$ cat src/rtl/ahbl_pkg.sv
// Shared AHB-Lite definitions for the instruction/data bus arbiter.
//   htrans_e      : AHB-Lite transfer types
//   HBURST_*      : burst encodings (only SINGLE is generated here)
//   HSIZE_*       : transfer size encodings
//   ahbl_req_t    : captured address-phase request (address plus control)
//   owner_e       : which upstream side owns a bus phase
package ahbl_pkg;

  // Widest address the request bundle can carry; top-level AW must not exceed it.
  localparam int unsigned AHB_AW = 32;

  typedef enum logic [1:0] {
    IDLE   = 2'b00,
    BUSY   = 2'b01,
    NONSEQ = 2'b10,
    SEQ    = 2'b11
  } htrans_e;

  localparam logic [2:0] HBURST_SINGLE = 3'b000;

  localparam logic [2:0] HSIZE_BYTE = 3'b000;
  localparam logic [2:0] HSIZE_HALF = 3'b001;
  localparam logic [2:0] HSIZE_WORD = 3'b010;

  typedef struct packed {
    logic [AHB_AW-1:0] addr;
    logic [2:0]        size;
    logic [3:0]        prot;
    logic              write;
  } ahbl_req_t;

  typedef enum logic {
    OwnImem = 1'b0,
    OwnDmem = 1'b1
  } owner_e;

endpackage

$ cat src/rtl/ahbl_addr_hold.sv
// One-entry holding register for an accepted address phase that could not be
// issued onto the shared bus straight away.
//   clk, rst : clock, synchronous active-high reset
//   capture  : load din and mark the entry valid
//   clear    : entry has been issued; drop valid
//   din      : request to capture
//   valid    : entry holds an unissued request
//   dout     : held request
module ahbl_addr_hold #(
  parameter int unsigned W = 40
) (
  input  logic         clk,
  input  logic         rst,
  input  logic         capture,
  input  logic         clear,
  input  logic [W-1:0] din,
  output logic         valid,
  output logic [W-1:0] dout
);

  logic         valid_q, valid_d;
  logic [W-1:0] data_q, data_d;

  always_comb begin
    valid_d = valid_q;
    data_d  = data_q;
    if (capture) begin
      valid_d = 1'b1;
      data_d  = din;
    end else if (clear) begin
      valid_d = 1'b0;
    end
  end

  always_ff @(posedge clk) begin
    if (rst) begin
      valid_q <= 1'b0;
      data_q  <= '0;
    end else begin
      valid_q <= valid_d;
      data_q  <= data_d;
    end
  end

  assign valid = valid_q;
  assign dout  = data_q;

endmodule

$ cat src/rtl/ahbl_imem_dmem_arbiter.sv
// Shares one AHB-Lite manager port between the Ibex instruction-side and
// data-side AHB-Lite managers. Uncontended transfers pass straight through;
// a contended address is parked in a per-side holding register and issued
// later, with a bounded streak of wins for the priority side.
//   clk, rst        : clock, synchronous active-high reset
//   imem_*          : instruction-side subordinate port (read-only)
//   dmem_*          : data-side subordinate port
//   bus_*           : shared-bus manager port; bus_hmaster flags the
//                     data-phase owner (0 = instruction, 1 = data)
module ahbl_imem_dmem_arbiter
  import ahbl_pkg::*;
#(
  parameter int unsigned AW         = 32,
  parameter int unsigned DW         = 32,
  parameter bit          DATA_FIRST = 1'b1,
  parameter int unsigned MAX_STREAK = 4
) (
  input  logic          clk,
  input  logic          rst,
  input  logic [AW-1:0] imem_haddr,
  input  logic [1:0]    imem_htrans,
  input  logic [2:0]    imem_hsize,
  input  logic [3:0]    imem_hprot,
  output logic          imem_hready,
  output logic [DW-1:0] imem_hrdata,
  output logic          imem_hresp,
  input  logic [AW-1:0] dmem_haddr,
  input  logic [1:0]    dmem_htrans,
  input  logic [2:0]    dmem_hsize,
  input  logic [3:0]    dmem_hprot,
  input  logic          dmem_hwrite,
  input  logic [DW-1:0] dmem_hwdata,
  output logic          dmem_hready,
  output logic [DW-1:0] dmem_hrdata,
  output logic          dmem_hresp,
  output logic [AW-1:0] bus_haddr,
  output logic [1:0]    bus_htrans,
  output logic [2:0]    bus_hsize,
  output logic [3:0]    bus_hprot,
  output logic          bus_hwrite,
  output logic [DW-1:0] bus_hwdata,
  output logic [2:0]    bus_hburst,
  output logic          bus_hmastlock,
  output logic          bus_hmaster,
  input  logic          bus_hready,
  input  logic [DW-1:0] bus_hrdata,
  input  logic          bus_hresp
);

  localparam int unsigned REQ_W      = $bits(ahbl_req_t);
  localparam logic [3:0]  STREAK_MAX = 4'(MAX_STREAK);
  localparam owner_e      PRIO       = owner_e'(DATA_FIRST);
  localparam owner_e      OTHER      = owner_e'(!DATA_FIRST);

  // Shared state
  logic       dp_v_q, dp_v_d;
  owner_e     dp_own_q, dp_own_d;
  logic [3:0] streak_q, streak_d;
  // While the bus is stalled the address phase on the bus must not change,
  // so the side driving it is remembered until bus_hready returns.
  logic       lock_v_q, lock_v_d;
  owner_e     lock_own_q, lock_own_d;

  // Per-side holding registers
  logic      i_hold_v, d_hold_v;
  ahbl_req_t i_hold_q, d_hold_q;
  logic      i_cap, d_cap, i_clr, d_clr;

  ahbl_req_t i_live, d_live, i_req, d_req, win_req;
  logic      i_hv, d_hv, dp_v, lock_v;
  logic      i_dp, d_dp;
  logic      i_acc, d_acc, i_cand, d_cand, any_cand, other_cand, issue;
  owner_e    win;

  logic unused_htrans;
  assign unused_htrans = imem_htrans[0] ^ dmem_htrans[0];

  // Reset masks live state so outputs read as idle during the reset cycle.
  assign i_hv   = i_hold_v && !rst;
  assign d_hv   = d_hold_v && !rst;
  assign dp_v   = dp_v_q && !rst;
  assign lock_v = lock_v_q && !rst;
  assign i_dp   = dp_v && (dp_own_q == OwnImem);
  assign d_dp   = dp_v && (dp_own_q == OwnDmem);

  // Owner of the data phase is ready when the bus completes it; a side with
  // nothing outstanding is always ready.
  assign imem_hready = i_dp ? bus_hready : !i_hv;
  assign dmem_hready = d_dp ? bus_hready : !d_hv;

  // SEQ is treated as NONSEQ; IDLE/BUSY are ignored.
  assign i_acc = imem_hready && imem_htrans[1] && !rst;
  assign d_acc = dmem_hready && dmem_htrans[1] && !rst;

  assign i_cand   = i_hv || i_acc;
  assign d_cand   = d_hv || d_acc;
  assign any_cand = i_cand || d_cand;
  assign other_cand = DATA_FIRST ? i_cand : d_cand;
  assign issue    = bus_hready && any_cand;

  assign i_live.addr  = AHB_AW'(imem_haddr);
  assign i_live.size  = imem_hsize;
  assign i_live.prot  = imem_hprot;
  assign i_live.write = 1'b0;

  assign d_live.addr  = AHB_AW'(dmem_haddr);
  assign d_live.size  = dmem_hsize;
  assign d_live.prot  = dmem_hprot;
  assign d_live.write = dmem_hwrite;

  assign i_req = i_hv ? i_hold_q : i_live;
  assign d_req = d_hv ? d_hold_q : d_live;

  // Arbitration
  always_comb begin
    win = OwnImem;
    if (lock_v) begin
      win = lock_own_q;
    end else if (i_cand && d_cand) begin
      if (streak_q == STREAK_MAX) begin
        win = OTHER;
      end else begin
        win = PRIO;
      end
    end else if (d_cand) begin
      win = OwnDmem;
    end
  end

  assign win_req = (win == OwnDmem) ? d_req : i_req;

  // Accepted requests that are not issued this cycle go to hold.
  assign i_cap = i_acc && !(issue && (win == OwnImem));
  assign d_cap = d_acc && !(issue && (win == OwnDmem));
  assign i_clr = issue && (win == OwnImem);
  assign d_clr = issue && (win == OwnDmem);

  ahbl_addr_hold #(
    .W(REQ_W)
  ) u_imem_hold (
    .clk    (clk),
    .rst    (rst),
    .capture(i_cap),
    .clear  (i_clr),
    .din    (i_live),
    .valid  (i_hold_v),
    .dout   (i_hold_q)
  );

  ahbl_addr_hold #(
    .W(REQ_W)
  ) u_dmem_hold (
    .clk    (clk),
    .rst    (rst),
    .capture(d_cap),
    .clear  (d_clr),
    .din    (d_live),
    .valid  (d_hold_v),
    .dout   (d_hold_q)
  );

  // Next-state for shared registers
  always_comb begin
    dp_v_d     = dp_v_q;
    dp_own_d   = dp_own_q;
    streak_d   = streak_q;
    lock_v_d   = !bus_hready && any_cand;
    lock_own_d = win;
    if (bus_hready) begin
      dp_v_d = issue;
      if (issue) begin
        dp_own_d = win;
      end
      if (issue && (win == PRIO) && other_cand) begin
        streak_d = (streak_q >= STREAK_MAX) ? STREAK_MAX : streak_q + 4'd1;
      end else begin
        streak_d = '0;
      end
    end
  end

  always_ff @(posedge clk) begin
    if (rst) begin
      dp_v_q     <= 1'b0;
      dp_own_q   <= OwnImem;
      streak_q   <= '0;
      lock_v_q   <= 1'b0;
      lock_own_q <= OwnImem;
    end else begin
      dp_v_q     <= dp_v_d;
      dp_own_q   <= dp_own_d;
      streak_q   <= streak_d;
      lock_v_q   <= lock_v_d;
      lock_own_q <= lock_own_d;
    end
  end

  // Bus address phase
  always_comb begin
    bus_htrans = IDLE;
    bus_haddr  = '0;
    bus_hsize  = '0;
    bus_hprot  = '0;
    bus_hwrite = 1'b0;
    if (any_cand) begin
      bus_htrans = NONSEQ;
      bus_haddr  = AW'(win_req.addr);
      bus_hsize  = win_req.size;
      bus_hprot  = win_req.prot;
      bus_hwrite = win_req.write;
    end
  end

  assign bus_hburst    = HBURST_SINGLE;
  assign bus_hmastlock = 1'b0;
  assign bus_hmaster   = (dp_own_q == OwnDmem) && !rst;

  // Data phase routing
  assign bus_hwdata  = bus_hmaster ? dmem_hwdata : '0;
  assign imem_hrdata = i_dp ? bus_hrdata : '0;
  assign dmem_hrdata = d_dp ? bus_hrdata : '0;
  assign imem_hresp  = i_dp && bus_hresp;
  assign dmem_hresp  = d_dp && bus_hresp;

endmodule

$ cat config.mk
export PLATFORM = sky130hd
export DESIGN_NAME = ahbl_imem_dmem_arbiter
export DESIGN_NICKNAME = d
export VERILOG_FILES = /design/src/rtl/ahbl_pkg.sv /design/src/rtl/ahbl_addr_hold.sv /design/src/rtl/ahbl_imem_dmem_arbiter.sv
export SDC_FILE = /design/constraint.sdc
export NUM_CORES = 1
export LEC_CHECK = 0
export ABC_AREA = 0
export CORE_UTILIZATION = 35
export CTS_CLUSTER_DIAMETER = 200
export CTS_CLUSTER_SIZE = 12
export DETAILED_ROUTE_END_ITERATION = 12
export PLACE_DENSITY = 0.82
export RECOVER_POWER = 100
export SLEW_MARGIN = 10
export SYNTH_ARGS = -nofsm -noshare
export SYNTH_HDL_FRONTEND = slang
export SYNTH_SLANG_ARGS = --single-unit
$ cat constraint.sdc
create_clock -name clk -period 2.1 [get_ports clk]
set_input_delay 0.21 -clock clk [delete_from_list [all_inputs] [get_ports clk]]
set_output_delay 0.21 -clock clk [all_outputs]
set_load 0.1 [all_outputs]
# After elaboration in Yosys (flattened, before gate mapping)
# Cells that the tools add are included.
# word_totals
register_bits	89
latchBits	0
ramBits	0
rom_bits	0
in_bits	151
out_inout_bits	147
wordCells	70
memories	0
# op_classes
add_sub_neg	1
n_mul	0
n_div	0
magnitude_cmp	1
n_eq_ne	1
n_shift	0
mux	23
n_bitwise	2
reduce_logical	33
# ops
operator	count
$mux 32	4
$mux 40	3
$logic_and 1x1->1	21
$mux 4	3
$mux 1	11
$logic_not 1->1	6
$add 4x1->4 const B	1
$eq 4x3->1 const B	1
$ge 4x3->1 const B	1
$reduce_bool 2->1	2
$logic_or 1x1->1	3
$mux 3	1
$mux 2	1
$not 1->1	2
$reduce_and 2->1	1

# Logic depth before layout (Yosys ltp)
# depth
depth_word	15
mapped_depth	9
mapped_depth_nobuf	7

# Modules after synthesis
# A second synthesis with hierarchy kept.
# hier_totals
hier_cells	672
area_unflattened_um2	5983.2
# modules_own_cells
module	n_inst	cells_per_inst	area_each_um2	seq_area_each_um2
ahbl_addr_hold	2	134	1508.9	820.8
ahbl_imem_dmem_arbiter	1	404	2965.3	160.2

# Worst setup path before layout
# Ideal clock, no wire load.
# synth_path
kind	register -> output
start	register dp_v_q
end	output port bus_haddr[19]
arrival_ns	3.871
required_time_ns	1.890
slack_ns	-1.981
path_stages_with_launch	9
path_buffers	3
cell_sequence	dfxtp_1 -> nor4bb_1 -> or3_1 -> clkbuf_1 -> o31a_1 -> clkbuf_1 -> buf_2 -> nor2_1 -> a211oi_1
# synth_between
elab_chain_len	11
word_cells_on_any_way	18
classes_between	mux (7); reduce/logical (11)
# synth_rtl
element	line_no	source
start, declared	ahbl_imem_dmem_arbiter.sv:56	logic dp_v_q, dp_v_d;
start signal, assigned	ahbl_imem_dmem_arbiter.sv:190	dp_v_q <= dp_v_d;
$logic_and 1x1->1 *	ahbl_imem_dmem_arbiter.sv:81	assign dp_v = dp_v_q && !rst;
$logic_and 1x1->1 (on tied branches)	ahbl_imem_dmem_arbiter.sv:84, ahbl_imem_dmem_arbiter.sv:83	
$mux 1 (on tied branches)	ahbl_imem_dmem_arbiter.sv:89, ahbl_imem_dmem_arbiter.sv:88	
$logic_and 1x1->1 (on tied branches) (2 in series)	ahbl_imem_dmem_arbiter.sv:93, ahbl_imem_dmem_arbiter.sv:92	
$logic_or 1x1->1 (on tied branches)	ahbl_imem_dmem_arbiter.sv:96, ahbl_imem_dmem_arbiter.sv:95	
$mux 1 or $logic_and 1x1->1 (tied branches)	ahbl_imem_dmem_arbiter.sv:125, ahbl_imem_dmem_arbiter.sv:119	
$mux 1	ahbl_imem_dmem_arbiter.sv:119	end else if (i_cand && d_cand) begin
$mux 1	ahbl_imem_dmem_arbiter.sv:117	if (lock_v) begin
$mux 40	ahbl_imem_dmem_arbiter.sv:130	assign win_req = (win == OwnDmem) ? d_req : i_req;
$mux 32 *	ahbl_imem_dmem_arbiter.sv:205	if (any_cand) begin
end, declared	ahbl_imem_dmem_arbiter.sv:36	output logic [AW-1:0] bus_haddr,
# Every way passes the cells marked *; elsewhere a longest branch is shown, timed or not.

# Final worst setup path
# layout_path
start	input port dmem_htrans[1]
end	output port bus_haddr[19]
# layout_between
elab_chain_len	8
word_cells_on_any_way	10
classes_between	mux (5); reduce/logical (5)
# layout_rtl
element	line_no	source
start, declared	ahbl_imem_dmem_arbiter.sv:28	input logic [1:0] dmem_htrans,
$logic_and 1x1->1 * (2 in series)	ahbl_imem_dmem_arbiter.sv:93	assign d_acc = dmem_hready && dmem_htrans[1] && !rst;
$logic_or 1x1->1 *	ahbl_imem_dmem_arbiter.sv:96	assign d_cand = d_hv || d_acc;
$mux 1 or $logic_and 1x1->1 (tied branches)	ahbl_imem_dmem_arbiter.sv:125, ahbl_imem_dmem_arbiter.sv:119	
$mux 1	ahbl_imem_dmem_arbiter.sv:119	
$mux 1	ahbl_imem_dmem_arbiter.sv:117	
$mux 40	ahbl_imem_dmem_arbiter.sv:130	
$mux 32 *	ahbl_imem_dmem_arbiter.sv:205	
# Marks and branches as above.

==> flow_metrics.tcl <==
set metrics [dict create \
    status "complete, but fails checks" \
    failed_checks "setup timing" \
    endpoint_kind "output port" \
    die_area_um2 14900 \
    synth-main-ff-cell "dfxtp_1" \
    vias 6085 \
    final_cells 1070 \
    routedWlPerCell_um 26.0 \
    gr-usage-all-layers 0.347 \
    switching_power_uw 3020 \
    rsz0062_at_grt "true" \
    critPathKind "in2out" \
    drv_slew 0 \
    place_area_um2 10500 \
    post-route-util 0.827 \
    whs_path_depth 1 \
    crit_arrival_ns 2.51 \
    io_pins 298 \
    area_growth_pct 129 \
    cts-hold-fix-buffers 0 \
    reg2reg_to "u_imem_hold.dout[36]" \
    antenna_found_initial 5 \
    synth_top_cell_by_area "dfxtp_1" \
    clockRootBuffer "clkbuf_16" \
    power.total_uw 7350 \
    cp-endpoint "bus_haddr[19]" \
    overflow 0 \
    vdd_ir_drop_max_mv 0.551 \
    die_y_um 122 \
    synth_compound_area_frac 0.222 \
    internal-power_uw 4330 \
    avgSynthCellArea_um2 9.16 \
    r2r_start "u_dmem_hold.valid" \
    synth_fa_ha_area_frac 0.00496 \
    synth-simple-area-share 0.195 \
    syn-cell-area_um2 5050 \
    synth-edff-count 0 \
    drc_errors 0 \
    p_per_area_nw_per_um2 635 \
    drive_above_1_share 0.435 \
    stdcell_area_um2 11600 \
    async_flop_share 0 \
    p_comb_frac 0.505 \
    clock_power_share 0.233 \
    die_w_um 122 \
    dp_slack_ns -0.600 \
    grt_pass1_wl_um 38200 \
    required_ns 1.89 \
    synth-seq-cells 89 \
    dr.pass1.iters 6 \
    cts_num_sinks 89 \
    start_util 0.361 \
    syn_inst 551 \
    cts_tree "built" \
    grt_pass1_vias 6207 \
    cts_buffers 9 \
    cts_buffer_depth 2 \
    cp_max_fo 6 \
    period_needed_ns 2.72 \
    max_freq_mhz 368 \
    crit_start "dmem_htrans[1]" \
    synthMuxAreaShare 0.171 \
    dpl.hpwl_um 18700 \
    synth_top_area_share 0.353 \
    place_congestion 1.03 \
    via_per_inst 5.69 \
    synth_top_family_by_area "compound AO/OA/AOI/OAI gates" \
    reg2reg_slack_ns -0.38 \
    power_leakage_uw 0.00477 \
    finalCritPeriodShare 1.30 \
    ys_seq_area_frac 0.353 \
    grt_max_degree 29 \
    drtIter0Drc 499 \
    hp-class "reg2reg" \
    wirelength_um 27800 \
    synth.area.top_cells "dfxtp_1, a22o_1, and2_1, mux2_2, mux2i_1" \
    clk_latency_ns 0.35 \
    antenna_left 0 \
    synth_warnings 0 \
    yosysMostFrequentCell "and2_1" \
    row_count 43 \
    synth_cell_types 43 \
    synthTopCellsByCount "and2_1, dfxtp_1, a22o_1" \
    setup_viol 121 \
    finalHoldViolCount 0 \
    r2r.worst_path.cells 10 \
    place_inst 1019 \
    fin_nets 1035 \
    p_sw_frac 0.411 \
    core_area_um2 14000 \
    cp-start-kind "primary input" \
    seq_power_share 0.261 \
    io_buffers 290 \
    skew_ns 0.00963 \
    setup_slack_ns -0.620 \
    synth_xor_area_frac 0 \
    path_clk_slew_ns 0.06 \
    h-tree-depth 3 \
    drv_cap 0 \
]
## final cells by class
class / instances / area (um2)
inverters: 6 / 33.8
fillers: 689 / 2420
diodes: 3 / 7.51
clock inverters: 5 / 62.6
well taps: 180 / 225
clock buffers: 11 / 243
flip-flops and latches: 89 / 1790
multi-input cells: 404 / 3750
repair buffers: 372 / 5460
## placed cells by master, fill, tap and decap left out, types with 3 or more instances in the layout
cell and count:
clkinvlp_4 3, a22o_1 80, buf_12 165, and2_1 88
buf_6 16, mux2i_1 39, buf_4 31, inv_2 3
nor2_1 26, diode_2 3, dfxtp_1 84, dfxtp_2 5
nand2_1 7, nor2_2 20, buf_8 4, clkbuf_16 15
and2_2 11, clkdlybuf4s50_1 147, nor2_4 4, a211oi_4 39
mux2_2 41, conb_1 5
## worst min path at each step
stage	from	slack, ns	end
finish	u_dmem_hold.dout[18]	0.48	u_dmem_hold.dout[18]
global route	u_dmem_hold.dout[4]	0.49	u_dmem_hold.dout[4]
CTS	u_dmem_hold.dout[18]	0.47	u_dmem_hold.dout[18]
detailed placement	u_imem_hold.dout[31]	0.45	u_imem_hold.dout[31]
global placement	u_dmem_hold.dout[15]	0.45	u_dmem_hold.dout[15]
floorplan	imem_hprot[0]	0.34	u_imem_hold.dout[1]
## cell families after synthesis
group | Yosys count
compound gates | 136
fa+ha+maj | 2
buf+inv | 62
simple gates | 180
other cells | 1
mux | 81
flops | 89
## worst max-delay path: stages
cell             delay, ns
clkdlybuf4s50_1       0.54
nor2_1                0.11
or3_4                 0.40
o31a_4                0.41
buf_12                0.16
buf_12                0.15
a211oi_4              0.30
buf_12                0.22
## metal layers
metal | global-route usage | wire (um) | vias up
li1 | - | - | 2608
met1 | 0.395 | 10000 | 2986
met2 | 0.610 | 13800 | 386
met3 | 0.0969 | 2690 | 101
met4 | 0.141 | 1290 | 4
met5 | 0 | 23 | -
## stage by stage
step	setup TNS, ns	hold slack, ns
2_1_floorplan	-22.16	0.343
3_3_place_gp	-39.37	0.451
3_5_place_dp	-46.25	0.454
4_1_cts	-26.66	0.475
5_1_grt	-43.71	0.487
6_report	-43.03	0.479
## registers in the layout, indices dropped and copies added (netlist names)
| signal | count |
|---|---|
| u_dmem_hold.dout | 40 |
| u_imem_hold.dout | 39 |
| streak_q | 4 |
| dp_own_q | 1 |
| dp_v_q | 1 |
| lock_own_q | 1 |
| lock_v_q | 1 |
| u_dmem_hold.valid | 1 |
| u_imem_hold.valid | 1 |
## power by group through the flow
stage / Combinational, uW / Sequential [uW] / Clock, uW
finish: 3710 / 1920 / 1710
global route: 3790 / 1930 / 1770
CTS: 3570 / 1910 / 1670
detailed placement: 3370 / 1940 / 0
global placement: 3300 / 1930 / 0
floorplan: 2050 / 1920 / 0
## repair_timing
action	4_1_cts	5_1_grt
endpoints found under the setup margin	123	126
resized for setup	51	42
buffers inserted	11	16
pin swaps	39	20
gates cloned	9	7
Power figures use the tool's default switching activity.
